[config.mk]
export PLATFORM = sky130hd
export DESIGN_NAME = note_player
export DESIGN_NICKNAME = d
export VERILOG_FILES = /design/src/rtl/piano_pkg.sv /design/src/rtl/key_debouncer.sv /design/src/rtl/note_player.sv
export SDC_FILE = /design/constraint.sdc
export NUM_CORES = 1
export LEC_CHECK = 0
export ABC_CLOCK_PERIOD_IN_PS = 5200
export BUFFER_PORTS_ARGS = -buffer_cell sky130_fd_sc_hd__buf_2
export CORE_UTILIZATION = 45
export CTS_CLUSTER_SIZE = 14
export DETAILED_ROUTE_END_ITERATION = 7
export GPL_TIMING_DRIVEN = 0
export SYNTH_ARGS = -nofsm -noshare
export SYNTH_HDL_FRONTEND = slang
export SYNTH_HIERARCHICAL = 1
export SYNTH_SLANG_ARGS = --single-unit
[constraint.sdc]
create_clock -name CLK -period 5.2 [get_ports CLK]
set_clock_uncertainty 0.2 [all_clocks]
set_input_delay 0.52 -clock CLK [delete_from_list [all_inputs] [get_ports CLK]]
set_output_delay 0.52 -clock CLK [all_outputs]
set_load 0.01 [all_outputs]
[src/rtl/piano_pkg.sv]
// piano_pkg: shared note indices, player state encoding and priority helper
package piano_pkg;
  localparam int NUM_NOTES = 8;
  localparam int NOTE_C4 = 0;
  localparam int NOTE_D4 = 1;
  localparam int NOTE_E4 = 2;
  localparam int NOTE_F4 = 3;
  localparam int NOTE_G4 = 4;
  localparam int NOTE_A4 = 5;
  localparam int NOTE_B4 = 6;
  localparam int NOTE_C5 = 7;
  typedef enum logic [1:0] {IDLE, PLAY, DRAIN, RELEASE} player_state_t;
  function automatic logic [2:0] lowest_set(input logic [NUM_NOTES-1:0] v);
    logic [2:0] r;
    r = '0;
    for (int i = NUM_NOTES - 1; i >= 0; i--)
      if (v[i]) r = 3'(i);
    return r;
  endfunction
endpackage

[src/rtl/key_debouncer.sv]
// key_debouncer: 2-FF synchronizer plus tick-sampled run counter for one key
module key_debouncer #(
  parameter int STABLE_SAMPLES = 4
) (
  input  logic CLK,
  input  logic RESET,
  input  logic key,
  input  logic tick,
  output logic debounced
);
  localparam int RW = $clog2(STABLE_SAMPLES + 1);
  logic [1:0] sync;
  logic [RW-1:0] run;
  always_ff @(posedge CLK or posedge RESET) begin
    if (RESET) begin
      sync <= '0;
      run <= '0;
      debounced <= 1'b0;
    end else begin
      sync <= {sync[0], key};
      if (tick) begin
        if (sync[1] == debounced) run <= '0;
        else if (run == RW'(STABLE_SAMPLES - 1)) begin
          run <= '0;
          debounced <= ~debounced;
        end else run <= run + 1'b1;
      end
    end
  end
endmodule

[src/rtl/note_player.sv]
// note_player: debounced priority note selection with glitch-free speaker; RELEASE_TAIL_EN enables the release sustain
module note_player
  import piano_pkg::*;
#(
  parameter int DEBOUNCE_TICK  = 100000,
  parameter int STABLE_SAMPLES = 4,
  parameter int RELEASE_CYCLES = 25000000
) (
  input  logic                 CLK,
  input  logic                 RESET,
  input  logic [NUM_NOTES-1:0] KEYS,
  input  logic [NUM_NOTES-1:0] NOTE_CLKS,
  output logic                 SPEAKER,
  output logic [2:0]           ACTIVE_NOTE,
  output logic                 NOTE_VALID
);
  localparam int TW = DEBOUNCE_TICK > 1 ? $clog2(DEBOUNCE_TICK) : 1;
  logic [TW-1:0] tick_cnt;
  logic tick;
  logic [NUM_NOTES-1:0] keys_db;
  logic [2:0] sel, cur, cur_nxt;
  logic any, wave, rel_done;
  player_state_t state, state_nxt;
  assign tick = tick_cnt == TW'(DEBOUNCE_TICK - 1);
  always_ff @(posedge CLK or posedge RESET) begin
    if (RESET) tick_cnt <= '0;
    else tick_cnt <= tick ? '0 : tick_cnt + 1'b1;
  end
  for (genvar i = 0; i < NUM_NOTES; i++) begin : g_key
    key_debouncer #(.STABLE_SAMPLES(STABLE_SAMPLES)) u_db (
      .CLK(CLK),
      .RESET(RESET),
      .key(KEYS[i]),
      .tick(tick),
      .debounced(keys_db[i])
    );
  end
  assign sel = lowest_set(keys_db);
  assign any = |keys_db;
  assign wave = NOTE_CLKS[cur];
`ifdef RELEASE_TAIL_EN
  localparam int RW = RELEASE_CYCLES > 1 ? $clog2(RELEASE_CYCLES) : 1;
  logic [RW-1:0] rel_cnt;
  assign rel_done = rel_cnt == RW'(RELEASE_CYCLES - 1);
  always_ff @(posedge CLK or posedge RESET) begin
    if (RESET) rel_cnt <= '0;
    else if ((state == PLAY && !any) || (state == RELEASE && any && sel == cur)) rel_cnt <= '0;
    else if (state == RELEASE && !any && !rel_done) rel_cnt <= rel_cnt + 1'b1;
  end
`else
  assign rel_done = 1'b1;
`endif
  // a note change is only committed while the current wave is low
  always_comb begin
    state_nxt = state;
    cur_nxt = cur;
    case (state)
      IDLE: if (any) begin
        cur_nxt = sel;
        state_nxt = PLAY;
      end
      PLAY: if (!any) state_nxt = RELEASE;
        else if (sel != cur) state_nxt = DRAIN;
      DRAIN: if (!any) state_nxt = RELEASE;
        else if (!wave) begin
          cur_nxt = sel;
          state_nxt = PLAY;
        end
      RELEASE: if (any) state_nxt = sel == cur ? PLAY : DRAIN;
        else if (rel_done && !wave) state_nxt = IDLE;
      default: state_nxt = IDLE;
    endcase
  end
  always_ff @(posedge CLK or posedge RESET) begin
    if (RESET) begin
      state <= IDLE;
      cur <= '0;
      SPEAKER <= 1'b0;
    end else begin
      state <= state_nxt;
      cur <= cur_nxt;
      SPEAKER <= state == IDLE ? 1'b0 : wave;
    end
  end
  assign ACTIVE_NOTE = cur;
  assign NOTE_VALID = state != IDLE;
endmodule

==> results of run 1 <==
[report_power, final]
group | total, mW | switching, mW | internal [mW]
registers | 0.561 | 0.00294 | 0.558
logic | 0.0263 | 0.0172 | 0.00917
clock network | 0.501 | 0.225 | 0.277
[metal layers]
metal  routed length, µm  vias to the layer above  global-route usage
li1                    -                     1092                   -
met1                2910                     1041               0.233
met2                2650                       23               0.271
met3                 120                        7              0.0368
met4                  65                        0              0.0715
met5                   0                        -                   0
[cell usage in the layout, fill, tap and decap left out, types with 2 or more instances in the layout]
cell and count:
bufinv_16 2, ha_1 9, buf_2 22, nand4_1 4, dfrtp_1 71, mux4_1 2
mux2_1 3, and3_1 3, clkbuf_8 9, nand3_1 8, buf_8 2, mux2_4 8
clkinv_4 2, o31ai_1 8, o21ai_0 3, nor2_1 16, nand2_1 17, nand2b_1 24
xor2_1 8, o32ai_1 8, nand3b_1 8, nor3_1 5, o22ai_1 8, inv_1 27
xnor2_1 15, nor2b_1 14
[registers in the layout, indices dropped and copies added, names as in the netlist]
register              cells
g_key.u_db/run           24
ACTIVE_NOTE               3
SPEAKER                   1
tick_cnt                 17
g_key.u_db/debounced      8
g_key.u_db/sync          16
state                     2
[final timing paths]
check	startpoint	end	slack, ns	cells after the start
max in group asynchronous	RESET	tick_cnt[15]	3.44	3
setup reg to reg	tick_cnt[0]	g_key[5].u_db/debounced	2.65	6
hold / removal	KEYS[3]	g_key[3].u_db/sync[0]	0.08	1
setup / recovery	tick_cnt[0]	g_key[5].u_db/debounced	2.65	6
min in group asynchronous	RESET	g_key[5].u_db/run[1]	0.54	3
hold reg to reg	g_key[1].u_db/sync[0]	g_key[1].u_db/sync[1]	0.15	0
[cells by family after synthesis]
kind of cell	share of synthesized area
multiplexers	0.0663
buffers and inverters	0.0316
flip-flops	0.535
adder cells (fa/ha/maj)	0.0339
AND/OR/NAND/NOR	0.185
XOR/XNOR	0.0606
AO/OA/AOI/OAI	0.0877
[what timing repair did]
action,CTS,global route
hold buffers,1,0
resized for setup,0,0
endpoints found under the setup margin,0,0
endpoints found under the hold margin,48,0
[layout make-up]
cell class,instances,area share
multi-input cells,192,0.377
clock buffers,9,0.0322
flip-flops and latches,71,0.462
well taps,96,0.0313
repair buffers,26,0.0420
inverters,28,0.0274
clock inverters,7,0.0274
==> key figures, run 1 <==
Logic synthesis
  – Area leader, netlist: dfrtp_1
  – Avg Cell Area, Syn: 11.4 µm²
  – Count of cell types in the netlist: 43
  – Post-synth top area share: 0.535
  – Cells after synthesis: slightly below 300
  – Synth top area cells: dfrtp_1 53%, nand2b_1 4.5%, xnor2_1 4.0%
  – Seq cells post-synth: 71
  – Primary FF master, synth: dfrtp_1
  – Synth Warn #: 6
  – Post-synth EDFFs: 0
  – Syn nets: approximately 320
  – Synth top cells by count: 71 x dfrtp_1, 27 x inv_1, 24 x nand2b_1, 17 x nand2_1, 16 x nor2_1
  – Asr flop ratio synth: 1.00
  – Most common cell in the synthesized netlist: dfrtp_1
  – Seq/Total Area, Yosys: 0.535
  – Syn Std Cell Area: ~3300 µm²

Worst setup path
  – Worst path required time: around 5.2 ns
  – Critical path's slowest cell: nor4_4
  – CP delay by family, top: simple AND/OR/NAND/NOR gates
  – Buffers & Inverters on Critical Path: 1
  – Startpoint types: flop
  – Critical path, cell by cell: ha_1 > nand4_1 > nor4_4 > buf_6 > nand3b_1 > mux2_4
  – Critical path class: reg -> reg
  – CP endpoint kind: flop
  – Critical Path AT: approximately 2.6 ns
  – Crit-path max cell delay: roughly 0.69 ns
  – CP max FO: 18

STA
  – Endpoints failing setup: 0
  – Setup repair after global routing missed its margin: false
  – TNS Setup: 0 ns
  – Setup ws final: ~2.6 ns
  – Worst slew pin tran: 0.866 ns
  – Final worst-path cycle share: 0.491
  – Tmin final: ~2.6 ns
  – Hold Slack: around 0.080 ns
  – Slew headroom: 0.422
  – Final Max Slew Viols: 0
  – Fmax: 391 MHz
  – Final Hold Fails: 0

CTS
  – Root Driver: clkbuf_8
  – Clock tree buffer depth: 2
  – H-tree lvl count: 3
  – Clock-pin slew on the worst setup and hold paths: around 0.080 ns
  – Worst skew pair latency: roughly 0.34 ns
  – Total CTS buffers: 9
  – CTS tree: done
  – Clock Sinks: between 70 and 80
  – Post-CTS Setup Inserts: 0

Job
  – Max-Cap Viols: 0

Floorplanning
  – Chip width: between 80 and 90 µm
  – Die area: a little under 8000 µm²
  – IO Pins: 23
  – Initial Utilization: 0.479
  – Site row count: 30
  – DIE HEIGHT: about 88 µm
  – Core area: 6940 µm²

Drt
  – Initial drt markers: 80
  – WL/cell: around 13 µm
  – Pre-antenna DRT Iters: 4
  – DRC Markers: 0
  – Final WL: 5.75 mm
  – Final ANT Viol Nets: 0
  – Total number of vias: about 2.2k
  – Drt via density: roughly 5.0

Worst hold path
  – HP Class: in -> reg

Final layout
  – Fin cells: between 400 and 500
  – N_diodes: 0
  – Fillers: between 600 and 700
  – Nets: 355
  – Storage cell area: between 1500 and 2000 µm²
  – Fin area: 3840 µm²
  – Area of the multi-input gates: roughly 1500 µm²
  – Layout area overhead: 15.6%
  – Final core occ: 0.553
  – Ratio of cells with drive above 1 in the final layout: 0.174

Power
  – VDD IR max: 0.182 mV
  – Power Total: roughly 1.1 mW
  – Leak: between 1.5 and 2 nW
  – PwrDens: around 280 nW/µm²

Global routing
  – Pin count of the biggest net entering global routing: 24
  – Vias in the first global route: between 2k and 2.5k
  – Gr ovfl total: 0
  – First-pass GRT wire length: a little over 10 mm
  – Antenna violations before repair: 0
  – Overall Global Routing Usage: 0.173

Placement
  – GP Congestion: 0.758
  – Port-buffer cells: 22
  – Place WS: between 2 and 3 ns
  – Cell Area, Placed: between 3000 and 4000 µm²
  – HPWL Detailed: around 4.1 mm
  – Placed Cells: 412

Run status
  – Outcome: finished clean
Power figures use the tool's default switching activity.
==> inputs of run 2 (changes only) <==
- ABC_CLOCK_PERIOD_IN_PS: 5200 -> 2150
- clock period: 5.2 -> 2.15 ns (I/O delays scaled with it)
==> key figures, run 2 (same netlist as run 1, synthesis figures left out) <==
Power
  – VDD IR max: around 0.35 mV
  – Switching portion of total power: 0.193
  – Leak: ~2.0 nW
  – Share of power burned in registers: 0.500
  – Gate power share: 0.030
  – Internal power: 2.19 mW
  – Switching power: ~0.52 mW
  – PwrDens: 643 nW/µm²
  – Clock power share: 0.470

Drt
  – Pre-antenna DRT Iters: 4
  – Initial drt markers: around 120
  – WL/cell: roughly 14 µm
  – Final WL: between 6 and 7 mm
  – Total number of vias: 2327
  – DRC Markers: 0
  – Drt via density: roughly 5.1
  – Final ANT Viol Nets: 0

Final layout
  – Highest-count cells in the layout ignoring fill and taps: 70 x dfrtp_1, 27 x inv_1, 24 x nand2b_1, 22 x buf_2, 19 x buf_4
  – Nets: around 390
  – Top flop regs: g_key.u_db/run x24, tick_cnt x17, g_key.u_db/sync x16
  – Commonest non-fill, non-tap cell in the layout: dfrtp_1
  – Fillers: ~570
  – N_diodes: 0
  – Largest register by flop count: g_key.u_db/run
  – Fin cells: ~460
  – Max FFs per register: 24
  – Layout area overhead: 27.0%
  – Ratio of cells with drive above 1 in the final layout: 0.251

STA
  – Final Hold Fails: 0
  – Slew headroom: 0.423
  – Final worst-path cycle share: 1.00
  – Fmax: around 460 MHz
  – Endpoints failing setup: 2
  – Hold Slack: between 0.1 and 0.15 ns
  – Setup repair after global routing missed its margin: true
  – Worst slew pin tran: ~0.86 ns
  – TNS Setup: -0.0198 ns
  – Setup ws final: -0.0106 ns
  – Final Max Slew Viols: 0
  – Tmin final: between 2 and 2.5 ns

Job
  – Max-Cap Viols: 0

Run status
  – Failing checks: setup timing
  – Outcome: finished with violations

Floorplanning
  – Die area: ~7700 µm²
  – IO Pins: 23
  – Initial Utilization: 0.479
  – Chip width: 87.9 µm
  – Site row count: 30
  – Core area: roughly 6900 µm²
  – DIE HEIGHT: between 80 and 90 µm

Worst setup path
  – Reg2Reg Setup Slack: -0.01 ns
  – FF-to-FF End: ACTIVE_NOTE[1]
  – Critical Path AT: about 2.2 ns
  – Startpoint types: flop
  – CP endpoint kind: flop
  – CP max FO: 3
  – CP Launch Point: ACTIVE_NOTE[1]
  – Worst r2r src: ACTIVE_NOTE[1]
  – Worst path required time: roughly 2.2 ns
  – Critical path class: reg -> reg
  – Worst reg-to-reg path cell count: 5
  – Worst Setup EP: ACTIVE_NOTE[1]

Global routing
  – Overall Global Routing Usage: 0.185
  – Vias in the first global route: 2353
  – Antenna violations before repair: 0
  – Pin count of the biggest net entering global routing: 24
  – Gr ovfl total: 0
  – First-pass GRT wire length: ~11 mm

CTS
  – Clock-pin slew on the worst setup and hold paths: ~0.07 ns
  – CTS tree: done
  – H-tree lvl count: 3
  – Worst skew pair latency: around 0.34 ns
  – Root Driver: clkbuf_8
  – Total CTS buffers: 9
  – Clock Sinks: roughly 70
  – Clock tree buffer depth: 2

Placement
  – Placed Cells: between 400 and 500
  – GP Congestion: between 0.7 and 0.8
  – HPWL Detailed: 3.88 mm
  – Port-buffer cells: 22

Worst hold path
  – Worst hold stages: 0
  – HP Class: reg -> reg
run 2: cell count changes in the layout (fill, tap and decap cells not counted), moves of 2 or more:
cell and delta:
clkinv_4 -2, dlygate4sd3_1 +8, mux4_2 +2, mux4_1 -2, clkbuf_1 +3, buf_4 +19
o32ai_2 +4, o32ai_1 -4
run 2: layout make-up:
cell class	count	area (µm²)	area share
inverters	28	105	0.0249
multi-input cells	192	1520	0.360
flip-flops and latches	71	1780	0.421
repair buffers	56	458	0.108
clock inverters	3	90.1	0.0213
well taps	96	120	0.0285
clock buffers	13	149	0.0353
run 2: worst min-delay path by stage:
stage                     startpoint  slack (ns)                      end
2_1_floorplan                  RESET       -0.19  g_key[0].u_db/debounced
3_3_place_gp                   RESET        0.06  g_key[0].u_db/debounced
3_5_place_dp                   RESET        0.05    g_key[7].u_db/sync[0]
4_1_cts        g_key[5].u_db/sync[0]        0.15    g_key[5].u_db/sync[1]
5_1_grt        g_key[5].u_db/sync[0]        0.15    g_key[5].u_db/sync[1]
6_report       g_key[3].u_db/sync[0]        0.15    g_key[3].u_db/sync[1]
run 2: layer usage:
layer	global-route usage	wire (µm)
met1	0.242	2960
met2	0.292	2960
met3	0.0415	195
met4	0.0894	117
met5	0	0
run 2: worst max-delay path: stages, from the launching register on:
cell	delay, ns
dfrtp_2	0.41
mux4_2	0.55
mux2i_4	0.17
inv_2	0.07
a211oi_4	0.30
mux2_1	0.35
run 2: per-stage QoR:
step | power, mW | setup slack, ns | area (µm²) | util
2_1_floorplan | 1.42 | -0.878 | 3330 | -
3_3_place_gp | 1.45 | -1.62 | 3560 | 0.513
3_5_place_dp | 1.45 | -0.702 | 3590 | 0.517
4_1_cts | 2.75 | -0.0315 | 4160 | 0.599
5_1_grt | 2.83 | -0.0746 | 4220 | 0.608
6_report | 2.71 | -0.0106 | 4220 | 0.608
run 2: what timing repair did:
| item | in CTS | in global routing |
|---|---|---|
| setup endpoints to repair | 45 | 35 |
| resized for setup | 7 | 10 |
| gates cloned | 2 | 1 |
| buffers inserted | 17 | 5 |
| hold buffers | 9 | 0 |
| hold endpoints to repair | 79 | 0 |
| pin swaps | 6 | 3 |
run 2: power groups by stage:
stage          logic (mW)  registers, mW  clock network [mW]
2_1_floorplan      0.0372           1.38                   0
3_3_place_gp       0.0646           1.38                   0
3_5_place_dp       0.0652           1.38                   0
4_1_cts            0.0808           1.36                1.32
5_1_grt            0.0929           1.36                1.38
6_report           0.0816           1.36                1.28
==> inputs of run 3 (changes only) <==
- ABC_CLOCK_PERIOD_IN_PS: 2150 -> 2650
- SKIP_CTS_REPAIR_TIMING: unset -> 1
- clock period: 2.15 -> 2.65 ns (I/O delays scaled with it)
==> key figures, run 3 (same netlist as run 1, synthesis figures left out) <==
Run status
  – Outcome: finished clean

STA
  – Hold Slack: approximately 0.15 ns
  – Setup ws final: 0.196 ns
  – TNS Setup: 0 ns
  – Fmax: between 400 and 500 MHz
  – Setup repair after global routing missed its margin: false
  – Endpoints failing setup: 0
  – Slew headroom: 0.443
  – Final Hold Fails: 0
  – Tmin final: 2.45 ns
  – Final worst-path cycle share: 0.926
  – Final Max Slew Viols: 0
  – Worst slew pin tran: roughly 0.83 ns

CTS
  – Clock-pin slew on the worst setup and hold paths: ~0.070 ns
  – Total CTS buffers: 9
  – CTS tree: done
  – Worst skew pair latency: 0.34 ns
  – Clock tree buffer depth: 2
  – Clock Sinks: a little over 70
  – Root Driver: clkbuf_8
  – H-tree lvl count: 3

Final layout
  – Top flop regs: g_key.u_db/run x24, tick_cnt x17, g_key.u_db/sync x16
  – Max FFs per register: 24
  – Final core occ: 0.562
  – Largest register by flop count: g_key.u_db/run
  – Ratio of cells with drive above 1 in the final layout: 0.174
  – Layout area overhead: 17.4%
  – Commonest non-fill, non-tap cell in the layout: dfrtp_1
  – Highest-count cells in the layout ignoring fill and taps: 71 x dfrtp_1, 27 x inv_1, 24 x nand2b_1, 22 x buf_2, 17 x nand2_1
  – Nets: ~370
  – N_diodes: 0
  – Fillers: 612

Placement
  – Port-buffer cells: 22
  – HPWL Detailed: between 3 and 4 mm
  – GP Congestion: 0.744
  – Place WS: -0.171 ns

Worst hold path
  – Worst hold stages: 0
  – HP Class: reg -> reg
  – Startpoint of the worst hold path: g_key[5].u_db/sync[0]
  – Hold EP: g_key[5].u_db/sync[1]

Global routing
  – Vias in the first global route: approximately 2.1k
  – Antenna violations before repair: 0
  – Gr ovfl total: 0
  – First-pass GRT wire length: 9.69 mm
  – Overall Global Routing Usage: 0.167
  – Pin count of the biggest net entering global routing: 24

Worst setup path
  – CP Launch Point: tick_cnt[9]
  – Buffers & Inverters on Critical Path: 3
  – FF-to-FF End: g_key[4].u_db/debounced
  – Worst r2r src: tick_cnt[9]
  – Critical path, cell by cell: nand2_1 > nor3_1 > nand4_1 > nor4_4 > buf_4 > buf_6 > buf_6 > nand3b_1 > mux2_4
  – Critical path class: reg -> reg
  – Worst path required time: about 2.7 ns
  – Reg2Reg Setup Slack: a little under 0.2 ns
  – CP delay by family, top: simple AND/OR/NAND/NOR gates
  – CP max FO: 22
  – Startpoint types: flop
  – Critical path's slowest cell: dfrtp_1
  – CP endpoint kind: flop
  – Worst reg-to-reg path cell count: 9
  – Crit-path max cell delay: ~0.42 ns
  – Critical Path AT: approximately 2.5 ns
  – Worst path most repeated cell: buf_6

Drt
  – Final ANT Viol Nets: 0
  – WL/cell: approximately 13 µm
  – Pre-antenna DRT Iters: 4
  – Final WL: 5.63 mm
  – Drt via density: between 5 and 6
  – Initial drt markers: 89
  – DRC Markers: 0
  – Total number of vias: about 2.2k

Floorplanning
  – IO Pins: 23
  – Core area: 6940 µm²
  – Initial Utilization: 0.479
  – Die area: about 7700 µm²
  – Chip width: 87.9 µm
  – Site row count: 30
  – DIE HEIGHT: a little under 90 µm

Power
  – Leak: between 1.5 and 2 nW
  – Power Total: approximately 2 mW
  – VDD IR max: 0.363 mV
  – PwrDens: 511 nW/µm²

Job
  – Max-Cap Viols: 0
==> run 3: cell types whose count changed in the layout (fill, tap and decap cells not counted), moves of 2 or more <==
cell       previous run  this run
o32ai_2               4         0
clkinv_2              0         3
bufinv_16             3         1
buf_4                19         4
o32ai_1               4         8
mux4_1                0         2
mux4_2                2         0
==> run 3: layout make-up <==
| type | count | area [µm²] | share of cell area |
|---|---|---|---|
| Sequential cell | 71 | 1780 | 0.456 |
| Multi-Input combinational cell | 192 | 1460 | 0.373 |
| Timing Repair Buffer | 37 | 253 | 0.0648 |
| Clock buffer | 12 | 145 | 0.0372 |
| Tap cell | 96 | 120 | 0.0308 |
| Inverter | 28 | 105 | 0.0269 |
| Clock inverter | 4 | 45.0 | 0.0115 |
==> run 3: layer usage <==
| metal | track usage | vias up | wire, µm |
|---|---|---|---|
| met1 | 0.235 | 1079 | 2880 |
| met2 | 0.242 | 30 | 2500 |
| met4 | 0.0715 | 0 | 62 |
| met5 | 0 | - | 0 |
| met3 | 0.0471 | 6 | 188 |
| li1 | - | 1114 | - |
==> run 3: stage by stage <==
stage               cells  cell area (µm²)
floorplan             291             3340
global placement      409             3570
detailed placement    411             3590
CTS                   427             3780
global route          440             3900
finish                440             3900
==> run 3: worst max-delay path by stage <==
| stage | to | depth (start not counted) |
|---|---|---|
| finish | g_key[4].u_db/debounced | 9 |
| global route | g_key[4].u_db/debounced | 9 |
| CTS | g_key[4].u_db/debounced | 6 |
| detailed placement | g_key[4].u_db/debounced | 8 |
| global placement | g_key[6].u_db/debounced | 4 |
| floorplan | g_key[0].u_db/debounced | 4 |
==> run 3: where the power goes <==
group	total, mW	internal [mW]	leakage, nW	switching (mW)
sequential	1.10	1.10	0.941	0.00580
combinational	0.0612	0.0257	0.766	0.0355
clock	0.829	0.457	0.100	0.373
total	1.99	1.58	1.81	0.414
